$ cat config.mk
export PLATFORM = sky130hd
export DESIGN_NAME = dso_capture_ctrl
export DESIGN_NICKNAME = d
export VERILOG_FILES = /design/src/rtl/dso_capture_ctrl.sv
export SDC_FILE = /design/constraint.sdc
export NUM_CORES = 1
export LEC_CHECK = 0
export ABC_AREA = 1
export CAP_MARGIN = 10
export CELL_PAD_IN_SITES_DETAIL_PLACEMENT = 1
export CELL_PAD_IN_SITES_GLOBAL_PLACEMENT = 1
export CORE_UTILIZATION = 42
export CTS_CLUSTER_DIAMETER = 200
export DETAILED_ROUTE_END_ITERATION = 7
export HOLD_SLACK_MARGIN = 0.15
export PLACE_DENSITY = 0.87
export REMOVE_ABC_BUFFERS = 1
export SYNTH_ARGS = -nofsm -noshare
export SYNTH_HDL_FRONTEND = slang
export SYNTH_SLANG_ARGS = --single-unit
$ cat constraint.sdc
create_clock -name clk -period 2.2 [get_ports clk]
set_input_delay 0.33 -clock clk [delete_from_list [all_inputs] [get_ports clk]]
set_output_delay 0.33 -clock clk [all_outputs]
set_load 0.02 [all_outputs]
$ cat src/rtl/dso_capture_ctrl.sv
// Capture controller for the DSO sample path: sequences one acquisition into a
// circular sample RAM around a trigger and reports where the trace ends.
module dso_capture_ctrl #(
    parameter int unsigned ADDR_W = 9
) (
    input  logic              clk,
    input  logic              rst_n,
    input  logic              run,
    input  logic              clr_cap_done,
    input  logic              cap_en,
    input  logic [ADDR_W-1:0] trig_pos,
    input  logic              triggered,
    output logic              trig_en,
    output logic              armed,
    output logic              we,
    output logic [ADDR_W-1:0] waddr,
    output logic              set_capture_done,
    output logic              capture_done,
    output logic [ADDR_W-1:0] trace_end
);

    localparam int unsigned DEPTH = 2 ** ADDR_W;
    localparam int unsigned CNT_W = ADDR_W + 1;

    typedef enum logic [2:0] {
        S_IDLE,
        S_PRE,
        S_ARMED,
        S_POST,
        S_DONE
    } state_t;

    state_t            state;
    logic [ADDR_W-1:0] tp;
    logic [ADDR_W-1:0] post_cnt;
    logic [CNT_W-1:0]  smp_cnt;

    logic              post_full_c;
    logic [CNT_W-1:0]  smp_next_c;
    logic [CNT_W-1:0]  pre_target_c;

    // Pre-trigger region is DEPTH - tp samples; counter is one bit wider so DEPTH fits.
    assign post_full_c  = (post_cnt == tp);
    assign smp_next_c   = smp_cnt + CNT_W'(1);
    assign pre_target_c = CNT_W'(DEPTH) - {1'b0, tp};

    assign we      = cap_en & ((state == S_PRE) || (state == S_ARMED) ||
                               ((state == S_POST) && !post_full_c));
    assign trig_en = (state == S_PRE) || (state == S_ARMED) || (state == S_POST);

    // Acquisition sequencer; waddr wraps naturally at ADDR_W bits.
    always_ff @(posedge clk or negedge rst_n) begin
        if (!rst_n) begin
            state            <= S_IDLE;
            tp               <= '0;
            post_cnt         <= '0;
            smp_cnt          <= '0;
            waddr            <= '0;
            trace_end        <= '0;
            armed            <= 1'b0;
            capture_done     <= 1'b0;
            set_capture_done <= 1'b0;
        end else begin
            set_capture_done <= 1'b0;
            case (state)
                S_IDLE: begin
                    if (run) begin
                        tp       <= trig_pos;
                        waddr    <= '0;
                        smp_cnt  <= '0;
                        post_cnt <= '0;
                        state    <= S_PRE;
                    end
                end
                S_PRE: begin
                    if (cap_en) begin
                        waddr   <= waddr + ADDR_W'(1);
                        smp_cnt <= smp_next_c;
                        if (smp_next_c == pre_target_c) begin
                            state <= S_ARMED;
                            armed <= 1'b1;
                        end
                    end
                end
                S_ARMED: begin
                    if (cap_en) begin
                        waddr <= waddr + ADDR_W'(1);
                    end
                    if (triggered) begin
                        state <= S_POST;
                    end
                end
                S_POST: begin
                    if (post_full_c) begin
                        state            <= S_DONE;
                        armed            <= 1'b0;
                        set_capture_done <= 1'b1;
                        capture_done     <= 1'b1;
                        trace_end        <= waddr - ADDR_W'(1);
                    end else if (cap_en) begin
                        waddr    <= waddr + ADDR_W'(1);
                        post_cnt <= post_cnt + ADDR_W'(1);
                    end
                end
                S_DONE: begin
                    // A clear wins over a simultaneous run; the run is dropped.
                    if (clr_cap_done) begin
                        state        <= S_IDLE;
                        capture_done <= 1'b0;
                    end
                end
                default: state <= S_IDLE;
            endcase
        end
    end

endmodule

==> results of run 1 <==
==> what timing repair did <==
action	4_1_cts	5_1_grt
pin swaps	3	7
hold buffers	1	0
resized for setup	6	25
endpoints found under the setup margin	1	3
setup buffers	3	3
endpoints found under the hold margin	52	0
==> registers in the layout, indices dropped and copies added, names as in the netlist <==
name and cells:
state 3, smp_cnt 10, armed 1, set_capture_done 1, capture_done 1, trace_end 9
tp 9, waddr 9, post_cnt 9
==> area by class of cell <==
class | instances | area [um^2]
fill | 967 | 3530
clock buffer | 5 | 68.8
multi-input combinational | 321 | 1810
sequential | 52 | 1300
tap | 102 | 128
clock inverter | 3 | 18.8
timing repair buffer | 71 | 637
inverter | 49 | 190
==> how the worst min path moves through the flow <==
| stage | to | start | depth (start not counted) | slack (ns) |
|---|---|---|---|---|
| after floorplan | armed | rst_n | 0 | 0.03 |
| after global placement | trace_end[8] | rst_n | 2 | 0.35 |
| after detailed placement | trace_end[5] | rst_n | 2 | 0.35 |
| after CTS | trace_end[1] | trace_end[1] | 2 | 0.50 |
| after global routing | trace_end[8] | trace_end[8] | 2 | 0.54 |
| final | trace_end[1] | trace_end[1] | 2 | 0.49 |
==> per-stage QoR <==
| stage | hold slack [ns] | worst slack, ns | instance area, um^2 | utilization | instances |
|---|---|---|---|---|---|
| finish | 0.493 | 0.0352 | 4160 | 0.541 | 603 |
| global route | 0.539 | -0.147 | 4160 | 0.541 | 603 |
| CTS | 0.502 | 0.00342 | 4050 | 0.527 | 600 |
| detailed placement | 0.349 | -0.124 | 3930 | 0.511 | 588 |
| global placement | 0.349 | -0.0928 | 3930 | 0.511 | 588 |
| floorplan | 0.0344 | 0.290 | 3220 | - | 422 |
==> power groups by stage <==
stage / Combinational (mW) / Clock (mW) / Sequential, mW
after floorplan: 1.14 / 0 / 1.33
after global placement: 1.79 / 0 / 1.29
after detailed placement: 1.90 / 0 / 1.31
after CTS: 1.97 / 0.586 / 1.29
after global routing: 2.41 / 0.625 / 1.33
final: 2.20 / 0.572 / 1.31
==> cell families after synthesis <==
logic type / count (synthesis)
AOI/OAI and AO/OA: 54
xor gates and xnor gates: 29
DFF: 52
adders and majority gates: 5
and+or+nand+nor: 231
muxes: 2
buffers and inverters: 62
==> metal layers <==
| metal | GRT usage | wire length [um] | up-vias | part of all wire |
|---|---|---|---|---|
| li1 | - | - | 1533 | - |
| met1 | 0.308 | 4380 | 1615 | 0.43 |
| met2 | 0.427 | 5230 | 60 | 0.51 |
| met3 | 0.0302 | 292 | 27 | 0.029 |
| met4 | 0.0820 | 276 | 0 | 0.027 |
| met5 | 0 | 0 | - | 0 |
==> synthesized netlist by cell type, drive strengths merged (2+ instances only) <==
cell / count / area (um^2)
nand2: 126 / 488
dfrtp: 52 / 1300
inv: 48 / 180
nand3: 39 / 238
nor2: 39 / 174
o21ai: 35 / 183
xor2: 24 / 210
a21oi: 10 / 50.1
buf: 9 / 81.3
nand4: 8 / 50.1
nor3: 7 / 40.0
o22ai: 7 / 43.8
or2: 6 / 40.0
ha: 5 / 62.6
nor4: 5 / 67.6
xnor2: 5 / 43.8
clkbuf: 4 / 17.5
mux2: 2 / 22.5
==> critical path: stages, from the launching register on <==
cell     delay [ns]
dfrtp_1        0.41
buf_4          0.15
nand2_1        0.06
inv_1          0.05
o21ai_2        0.20
nor4_4         0.07
nand3_4        0.11
nand3_4        0.07
nor2_1         0.20
buf_2          0.21
==> results.toml, run 1 <==
[outcome]
status = "completed"

[synth]
synth_top_family_by_area = "simple AND/OR/NAND/NOR gates"
syn_inst = 435
synth_seq_cells = 52
postSynthAreaPerCell_um2 = 7.64
synth-edff-count = 0
synth-xor-area-share = 0.0765
synth-async-reset-ratio = 1.00
synth_cell_types = 39
synth_compound_area_frac = 0.0881
seq_area_frac_synth = 0.392
synth_mux_area_frac = 0.00678
synth_simple_gate_area_frac = 0.333
synthFlopType = "dfrtp_1"
yosysWarnings = 0
syn-cell-area_um2 = 3320
yosys.area_share.adder = 0.0188

[place]
globalplace.congestion = 0.878
port_buffers = 37
dp.final_hpwl_mm = 6.82

[global_routing]
grt-ovfl-total = 0
antenna_found_initial = 0
track_usage = 0.243
grt_pass1_vias = 3428
grt_max_degree = 53
grt_pass1_wl_mm = 16.2

[clock_tree]
clock_sinks = 52
cts_tree = "built"
cts.htree.levels = 2
clk_path_buf_depth = 2
cts_root_buf = "clkbuf_8"
clk-insertion-delay-late_ns = 0.31
cts_buffers = 5
clkTransAtPathRegs_ns = 0.10

[power_and_ir_drop]
p_leak_nw = 1.94
clkPwrFrac = 0.140
combPwrFrac = 0.538
p_total_mw = 4.08
switchingPower_mw = 1.92
intPower_mw = 2.15
power_frac_seq = 0.321
peakVddDrop_mv = 0.607
switching_share = 0.472
power_density_nw_per_um2 = 981

[setup_path]
r2r-end = "state[1]"
cp-startpoint = "tp[0]"
crit_required_ns = 1.87
r2r_slack_ns = 0.07
r2r_cells = 16
end_kind = "output port"
arrival_ns = 1.83
worstSetupStartpointType = "flip-flop"
reg2reg_from = "tp[0]"
worstSetupEndpoint = "we"
cp_max_fo = 3
crit_type = "flip-flop to output port"

[timing]
hold_viol_final = 0
fin_skew_ns = 0.00608
slew_headroom = 0.754
setup_viol = 0
worst_pin_slew_ns = 0.366
fmax_mhz = 462
fin_setup_tns_ns = 0
rsz0062_at_grt = "true"
maxSlewViolCount = 0
post-route-min-period_ns = 2.16
finalCritPeriodShare = 0.984

[die]
die_w_um = 90.9
start_util = 0.432
dieArea_um2 = 8270
die_h_um = 90.9
ios = 38
core-area_um2 = 7690
num_rows = 32

[routing]
vias = 3235
vias_per_cell = 5.36
wirelength_mm = 10.2
drt-initial-drc-count = 127
route.detailed.drc = 0
drtAntennaViolNets = 0
routedWlPerCell_um = 16.9
firstDrtPassIters = 4

[final_layout]
antennaDiodeCount = 0
fin_nets = 520
area_growth_pct = 25.1
final_common_cell = "nand2_1"
layout-drive-gt1-share = 0.192
final_cell_mix = "nand2_1 (117), dfrtp_1 (52), inv_1 (41)"

[run]
max-cap-violations = 0

[worst_hold_path]
min_path_type = "flip-flop to flip-flop"
Note: power is estimated with default switching activity, not from simulation.
==> inputs of run 2 (changes only) <==
CTS_CLUSTER_DIAMETER = 60   (was 200)
TNS_END_PERCENT = 100   (was default)
==> results of run 2 <==
Same layout as run 1: the final DEF is identical, and so are final timing and power.
==> inputs of run 3 (changes only) <==
GPL_TIMING_DRIVEN = 0   (was default)
==> run 3 against run 2 <==
Compared with the run above:
- the run now ends with negative setup slack left
- via count is 6.2% lower
- flip-flop and latch count stayed put
- global-route usage is 1.3 points lower
- fmax is 2.7% lower
- non-clock buffer count is 25 lower
- design area is 5.0% lower
- cell count is 4.1% lower
- sequential share of layout area is 1.8 points higher
- largest cell class unchanged
- highest routed layer unchanged
==> results.toml, run 3 (same netlist as run 1, synthesis figures left out) <==
[timing]
worst_slack_ns = -0.0255
maxSlewViolCount = 0
fmax_mhz = 449
setup_viol = 1
finalCritPeriodShare = 1.01
worst_pin_slew_ns = 0.715
post-route-min-period_ns = 2.23
fin_skew_ns = 0.0110
hold_viol_final = 0
fin_setup_tns_ns = -0.0255
slew_headroom = 0.522
rsz0062_at_grt = "true"

[global_routing]
grt_pass1_wl_mm = 15.3
grt_pass1_vias = 3230
track_usage = 0.230
antenna_found_initial = 0
grt-ovfl-total = 0
grt_max_degree = 30

[routing]
vias_per_cell = 5.25
wirelength_mm = 9.05
route.detailed.drc = 0
vias = 3035
drtAntennaViolNets = 0
firstDrtPassIters = 4
routedWlPerCell_um = 15.7
drt-initial-drc-count = 112

[die]
die_w_um = 90.9
ios = 38
die_h_um = 90.9
start_util = 0.432
core-area_um2 = 7690
dieArea_um2 = 8270
num_rows = 32

[setup_path]
cp_num_buf_inv = 1
end_kind = "output port"
worstSetupStartpointType = "flip-flop"
arrival_ns = 1.90
slowest_delay_ns = 0.48
reg2reg_from = "state[0]"
cp-startpoint = "post_cnt[2]"
crit_required_ns = 1.87
cpMostUsedCell = "nand3_4"
cp_max_fo = 8
cp_cell_sequence = "xor2_1, nor4_4, nand3_4, nand3_4, nor2_2, clkdlybuf4s15_2"
cp_top_family = "simple AND/OR/NAND/NOR gates"
crit_type = "flip-flop to output port"
slowest_stage = "dfrtp_2"

[clock_tree]
clkTransAtPathRegs_ns = 0.10
cts.htree.levels = 2
clock_sinks = 52
cts_tree = "built"
cts_buffers = 5
cts_root_buf = "clkbuf_8"
clk-insertion-delay-late_ns = 0.31
clk_path_buf_depth = 2

[power_and_ir_drop]
power_density_nw_per_um2 = 926
p_leak_nw = 1.78
peakVddDrop_mv = 0.501

[worst_hold_path]
min_path_type = "flip-flop to flip-flop"
hp-start = "trace_end[6]"

[final_layout]
final_cell_mix = "nand2_1 (121), dfrtp_1 (47), inv_1 (40)"
area_growth_pct = 18.8
largest-register = "smp_cnt"
layout-drive-gt1-share = 0.147
fillers = 969
final_common_cell = "nand2_1"
largest_register_ffs = 10
fin_nets = 496
fin_cells = 578
antennaDiodeCount = 0

[run]
max-cap-violations = 0

[outcome]
status = "complete, but fails checks"
violations = "negative setup slack"

[place]
place_inst = 562
dp.final_hpwl_mm = 6.41
globalplace.congestion = 0.841
port_buffers = 37
[run 3: cell types whose count changed in the layout (fill, tap and decap cells not counted), moves of 2 or more]
cell and change:
buf_4 -24, dfrtp_1 -5, nand2_1 +4, dfrtp_2 +5
nand2_2 -4, nand3_1 +2
[run 3: cell type report]
class                           instances  area, um^2  share of cell area
Multi-Input combinational cell        322        1790               0.455
Sequential cell                        52        1310               0.331
Timing Repair Buffer                   46         449               0.114
Inverter                               49         191              0.0485
Tap cell                              102         128              0.0323
Clock buffer                            6        72.6              0.0184
Clock inverter                          1        5.00             0.00127
[run 3: path summary, 6_finish.rpt]
| kind | end | slack [ns] | cells past startpoint |
|---|---|---|---|
| setup / recovery | we | -0.03 | 6 |
| hold / removal | trace_end[6] | 0.50 | 2 |
| setup reg to reg | smp_cnt[7] | 0.18 | 7 |
| hold reg to reg | trace_end[6] | 0.50 | 2 |
| max in group asynchronous | post_cnt[1] | 1.03 | 3 |
| min in group asynchronous | smp_cnt[2] | 0.56 | 2 |
[run 3: metrics by stage]
step	total power [mW]	util	hold WS, ns	setup slack [ns]	area [um^2]
after floorplan	2.47	-	0.0344	0.290	3220
after global placement	2.87	0.484	0.471	-0.909	3720
after detailed placement	2.97	0.486	0.388	-0.519	3740
after CTS	3.58	0.506	0.516	-0.0635	3890
after global routing	3.92	0.514	0.539	-0.118	3950
final	3.66	0.514	0.504	-0.0255	3950
[run 3: worst register-to-register path, cell delays in order (launching register included)]
cell and delay (ns):
dfrtp_1 0.49, inv_1 0.07, nor3_1 0.34, inv_1 0.11
nor2_1 0.28, inv_1 0.27, nand2_2 0.23, o22ai_1 0.12
[run 3: what timing repair did]
item	4_1_cts	5_1_grt
resized for setup	9	17
endpoints found under the setup margin	3	12
buffers inserted	5	2
endpoints found under the hold margin	23	0
hold buffers	1	0
cloned	1	0
pin swaps	4	4
[run 3: layer usage]
layer / GRT usage / wire length (um)
met1: 0.287 / 4110
met3: 0.0268 / 140
met4: 0.0516 / 109
met2: 0.423 / 4680
met5: 0 / 0
[run 3: report_power, final]
group          leakage [nW]  internal [mW]  switching [mW]
combinational          1.06          0.631            1.10
sequential            0.678           1.11           0.264
clock                0.0410          0.218           0.327
total                  1.78           1.96            1.70
==> edit 1, RTL diff (config.mk and constraints of run 1) <==
Set the parameter `ADDR_W` to 10 (it was 9).
--- a/src/rtl/dso_capture_ctrl.sv
+++ b/src/rtl/dso_capture_ctrl.sv
@@ -1,7 +1,7 @@
 // Capture controller for the DSO sample path: sequences one acquisition into a
 // circular sample RAM around a trigger and reports where the trace ends.
 module dso_capture_ctrl #(
-    parameter int unsigned ADDR_W = 9
+    parameter int unsigned ADDR_W = 10
 ) (
     input  logic              clk,
     input  logic              rst_n,
Ports: changed (resized trace_end, trig_pos and waddr); port bits go from 38 to 41. The function was not compared with the original's and may differ.
==> edit 1 against run 1 <==
- the run now ends with negative setup slack left
- maximum frequency fell by 1.9%
- sequential cell count rose by 5
- power rose by 11%
- wire length grew 14%
- highest routed layer unchanged
- worst setup slack got worse by 43 ps
- hold slack worse by 3.6 ps
- global-route usage increased by 1.9 points
- register-to-register slack worse by 30 ps
- synthesized area is 8.9% higher
- cell area rose by 11%
- sequential power rose by 8%
- cell count increased by 17%
==> edit 1: results <==
set metrics [dict create \
    status "finished, violations left" \
    failed_checks "negative setup slack" \
    setup.reg_to_reg.worst_slack_ps 40 \
    ff2ff_path_depth 12 \
    detail_route.wl_per_cell_um 16.4 \
    place_hpwl_mm 8.18 \
    yosys-top-cells-count "nand2_1, dfrtp_1, inv_1, nor2_1, nand3_1" \
    vdd_ir_drop_max_mv 0.637 \
    postLayoutSetupSlackWorst_ps -7.86 \
    ys_top_cells_by_area "dfrtp_1, nand2_1, inv_1" \
    sequential_element_share_of_the_synthesized_area_pct 39.4 \
    setup_viol 1 \
    gpl.final_weighted_congestion 0.850 \
    syn_avg_cell_area_sq_um 7.00 \
    critical_path.reg2reg.startpoint "tp[1]$_DFFE_PN0P_" \
    clock_insertion_delay_worst_skew_ps 340 \
    wire_length_of_the_first_global_routing_pass_mm 18.1 \
    grt_max_degree 36 \
    min-delay-start "trace_end[9]$_DFFE_PN0P_" \
    largest_register_ff_count 11 \
    worst_slew_pin_slew_ps 596 \
    final_cells 707 \
    static_leak_uw 0.00218 \
    worst_r2r_endpoint "post_cnt[3]$_DFFE_PN0P_" \
    placed_cells 681 \
]
edit 1: cell count changes in the layout (fill, tap and decap cells not counted), sizes merged, moves of 3 or more:
cell and change:
inv +13, nand2 +43, clkdlybuf4s50 +3, or2 -3
buf +7, xnor2 -3, nor2 +23, nor3 +3
o21ai +4, clkbuf +5, dfrtp +5
edit 1: cell families (layout without fill, tap and decap cells):
group	Yosys count	after routing	synth area share (%)
AO/OA/AOI/OAI	60	60	9.44
XOR/XNOR	25	25	6.05
adder cells (fa/ha/maj)	5	5	1.73
buffers and inverters	73	158	8.40
flip-flops	57	57	39.4
AND/OR/NAND/NOR	297	297	35.0
edit 1: how the worst max path moves through the flow:
stage	endpoint	slack (ps)	depth (start not counted)
6_report	we	-8	9
4_1_cts	we	-40	9
3_5_place_dp	we	-50	9
2_1_floorplan	we	-130	6
5_1_grt	we	-120	9
3_3_place_gp	we	60	9
edit 1: routing by layer:
metal  share of wire (%)  GRT usage [%]
met4                 2.1           6.82
met1                  43           30.8
met2                  52           48.3
met5                   0              0
met3                 3.0           5.15
edit 1: through the flow:
stage / total power (uW) / setup WS [ps]
3_5_place_dp: 3500 / -52.3
6_report: 4540 / -7.86
5_1_grt: 4850 / -122
3_3_place_gp: 3370 / 63.9
4_1_cts: 4370 / -43.8
2_1_floorplan: 2620 / -129
edit 1: final cells by class:
class / count / area share, %
Timing Repair Buffer: 81 / 15.5
Clock inverter: 6 / 0.758
Clock buffer: 10 / 2.76
Tap cell: 105 / 2.84
Sequential cell: 57 / 30.9
Inverter: 61 / 5.01
Multi-Input combinational cell: 387 / 42.3
edit 1: what timing repair did:
action                     4_1_cts  5_1_grt
hold buffers                     1        0
hold endpoints to repair        22        0
pin swaps                        2       10
setup endpoints to repair        4       11
gates resized for setup          7       22
buffers inserted                 3        6
edit 1: power by group through the flow:
stage,Combinational [uW],Clock [uW],Sequential (uW)
finish,2280,842,1420
global route,2510,902,1440
CTS,2110,860,1410
detailed placement,2070,0,1420
global placement,1960,0,1410
floorplan,1180,0,1440
edit 1: worst max-delay path: stages, from the launching register on:
cell and delay, ps:
dfrtp_1 420, inv_2 110, nand2_1 70, a21oi_1 170
nand2_1 120, nor3_4 230, nand2_2 90, nand4_1 110
nor2_1 60, buf_4 150
==> edit 2, RTL diff (config.mk and constraints of run 1) <==
Made on the original files. Reset style: synchronous (`rst_n`), changed in one clocked block.
--- a/src/rtl/dso_capture_ctrl.sv
+++ b/src/rtl/dso_capture_ctrl.sv
@@ -49,7 +49,7 @@
     assign trig_en = (state == S_PRE) || (state == S_ARMED) || (state == S_POST);
 
     // Acquisition sequencer; waddr wraps naturally at ADDR_W bits.
-    always_ff @(posedge clk or negedge rst_n) begin
+    always_ff @(posedge clk) begin
         if (!rst_n) begin
             state            <= S_IDLE;
             tp               <= '0;
Behaviour: differs if rst_n is asserted again (counterexample within 4 cycles, from zero or initial values and one cycle with rst_n low); with rst_n held inactive, the same outputs for 10 cycles.
==> edit 2 against run 1 <==
- power fell by 17%
- synthesized area fell by 5.4%
- sequential cell count did not move
- critical endpoint is now trig_en
- critical path depth fell by 6
- critical path type unchanged
- largest cell class unchanged
- hold slack got worse by 14 ps
- register-to-register slack improved by 150 ps
- cell count rose by 2.3%
- synthesized cell count rose by 9.4%
- clock power rose by 5.8%
- clock skew rose by 5.7 ps
- worst setup slack improved by 150 ps
- cell area fell by 9.6%
- wire length fell by 6.2%
==> edit 2: results <==
set metrics [dict create \
    status "finished, final reports clean" \
    vdd_ir_drop_max_mv 0.468 \
    ff2ff_path_depth 7 \
    final_cells 617 \
    clock_skew_ps 11.8 \
    ys_top_cells_by_area "dfxtp_1, nand2_1, a21oi_1" \
    yosys.cell_types.count 34 \
    grt_usage_pct 25.3 \
    wire_length_of_the_first_global_routing_pass_mm 15.4 \
    holdPathEnd "trace_end[1]$_SDFFE_PN0P_" \
    sequential_element_share_of_the_synthesized_area_pct 33.1 \
    hold_ws_ps 479 \
    timing.critical_path.from "state[1]$_SDFFE_PN0P_" \
    biggest_fanout_along_the_worst_timing_path 5 \
    nets 537 \
    fillcell_total 1005 \
    route.met2.wl_mm 4.71 \
    layout.area.seq_sq_um 1040 \
    globalRouteMet3Util_pct 2.71 \
    globalRouteMet1Util_pct 32.9 \
    synthMuxAreaShare_pct 0 \
    grt_max_degree 29 \
    met3_length_um 268 \
    swShare_pct 45.8 \
    dpl-instance-area_sq_um 3660 \
    totalPowerFinal_uw 3400 \
    worst_r2r_endpoint "waddr[7]$_SDFFE_PN0P_" \
    drive_above_1_share_pct 8.30 \
    power.sequential.fraction_pct 34.3 \
    min-delay-start "trace_end[1]$_SDFFE_PN0P_" \
    syn_avg_cell_area_sq_um 6.60 \
    placed_cells 609 \
    place_hpwl_mm 7.20 \
    global_route.usage.met2_pct 44.4 \
    vias 3320 \
    m1_wire_length_mm 4.43 \
    cp_data_arrival_time_ps 1690 \
    cts_setup_buffers 0 \
    gpl.final_weighted_congestion 0.867 \
    relSlewSlack_pct 56.9 \
    yosys-top-cells-count "nand2_1, dfxtp_1, inv_1" \
    last_element_of_the_critical_path "trig_en" \
    number_of_hold_slack_violations_in_the_final_timing_report 0 \
    post_place_setup_slack_ps 139 \
    clock_net_power_uw 605 \
]
## edit 2: cell types whose count changed in the layout (fill, tap and decap cells not counted), sizes merged, moves of 6 or more
| cell | before | now |
|---|---|---|
| inv | 48 | 58 |
| dfrtp | 52 | 0 |
| xor2 | 24 | 12 |
| a21oi | 10 | 47 |
| nand2 | 126 | 117 |
| nand4 | 8 | 25 |
| buf | 35 | 12 |
| dfxtp | 0 | 52 |
| o22ai | 7 | 1 |
## edit 2: cell type report
class / instances / share of cell area (%)
Clock buffer: 5 / 1.83
Clock inverter: 3 / 0.666
Inverter: 57 / 5.69
Multi-Input combinational cell: 352 / 48.3
Sequential cell: 52 / 27.8
Tap cell: 99 / 3.30
Timing Repair Buffer: 49 / 12.5
## edit 2: timing repair
action                                  4_1_cts  5_1_grt
endpoints found under the setup margin        1        4
pin swaps                                     0        1
gates resized for setup                       1        7
## edit 2: worst max-delay path, stage by stage, from the launching register on
cell and delay [ps]:
dfxtp_1 460, nor2_1 110, nor2_1 150, clkdlybuf4s50_1 640
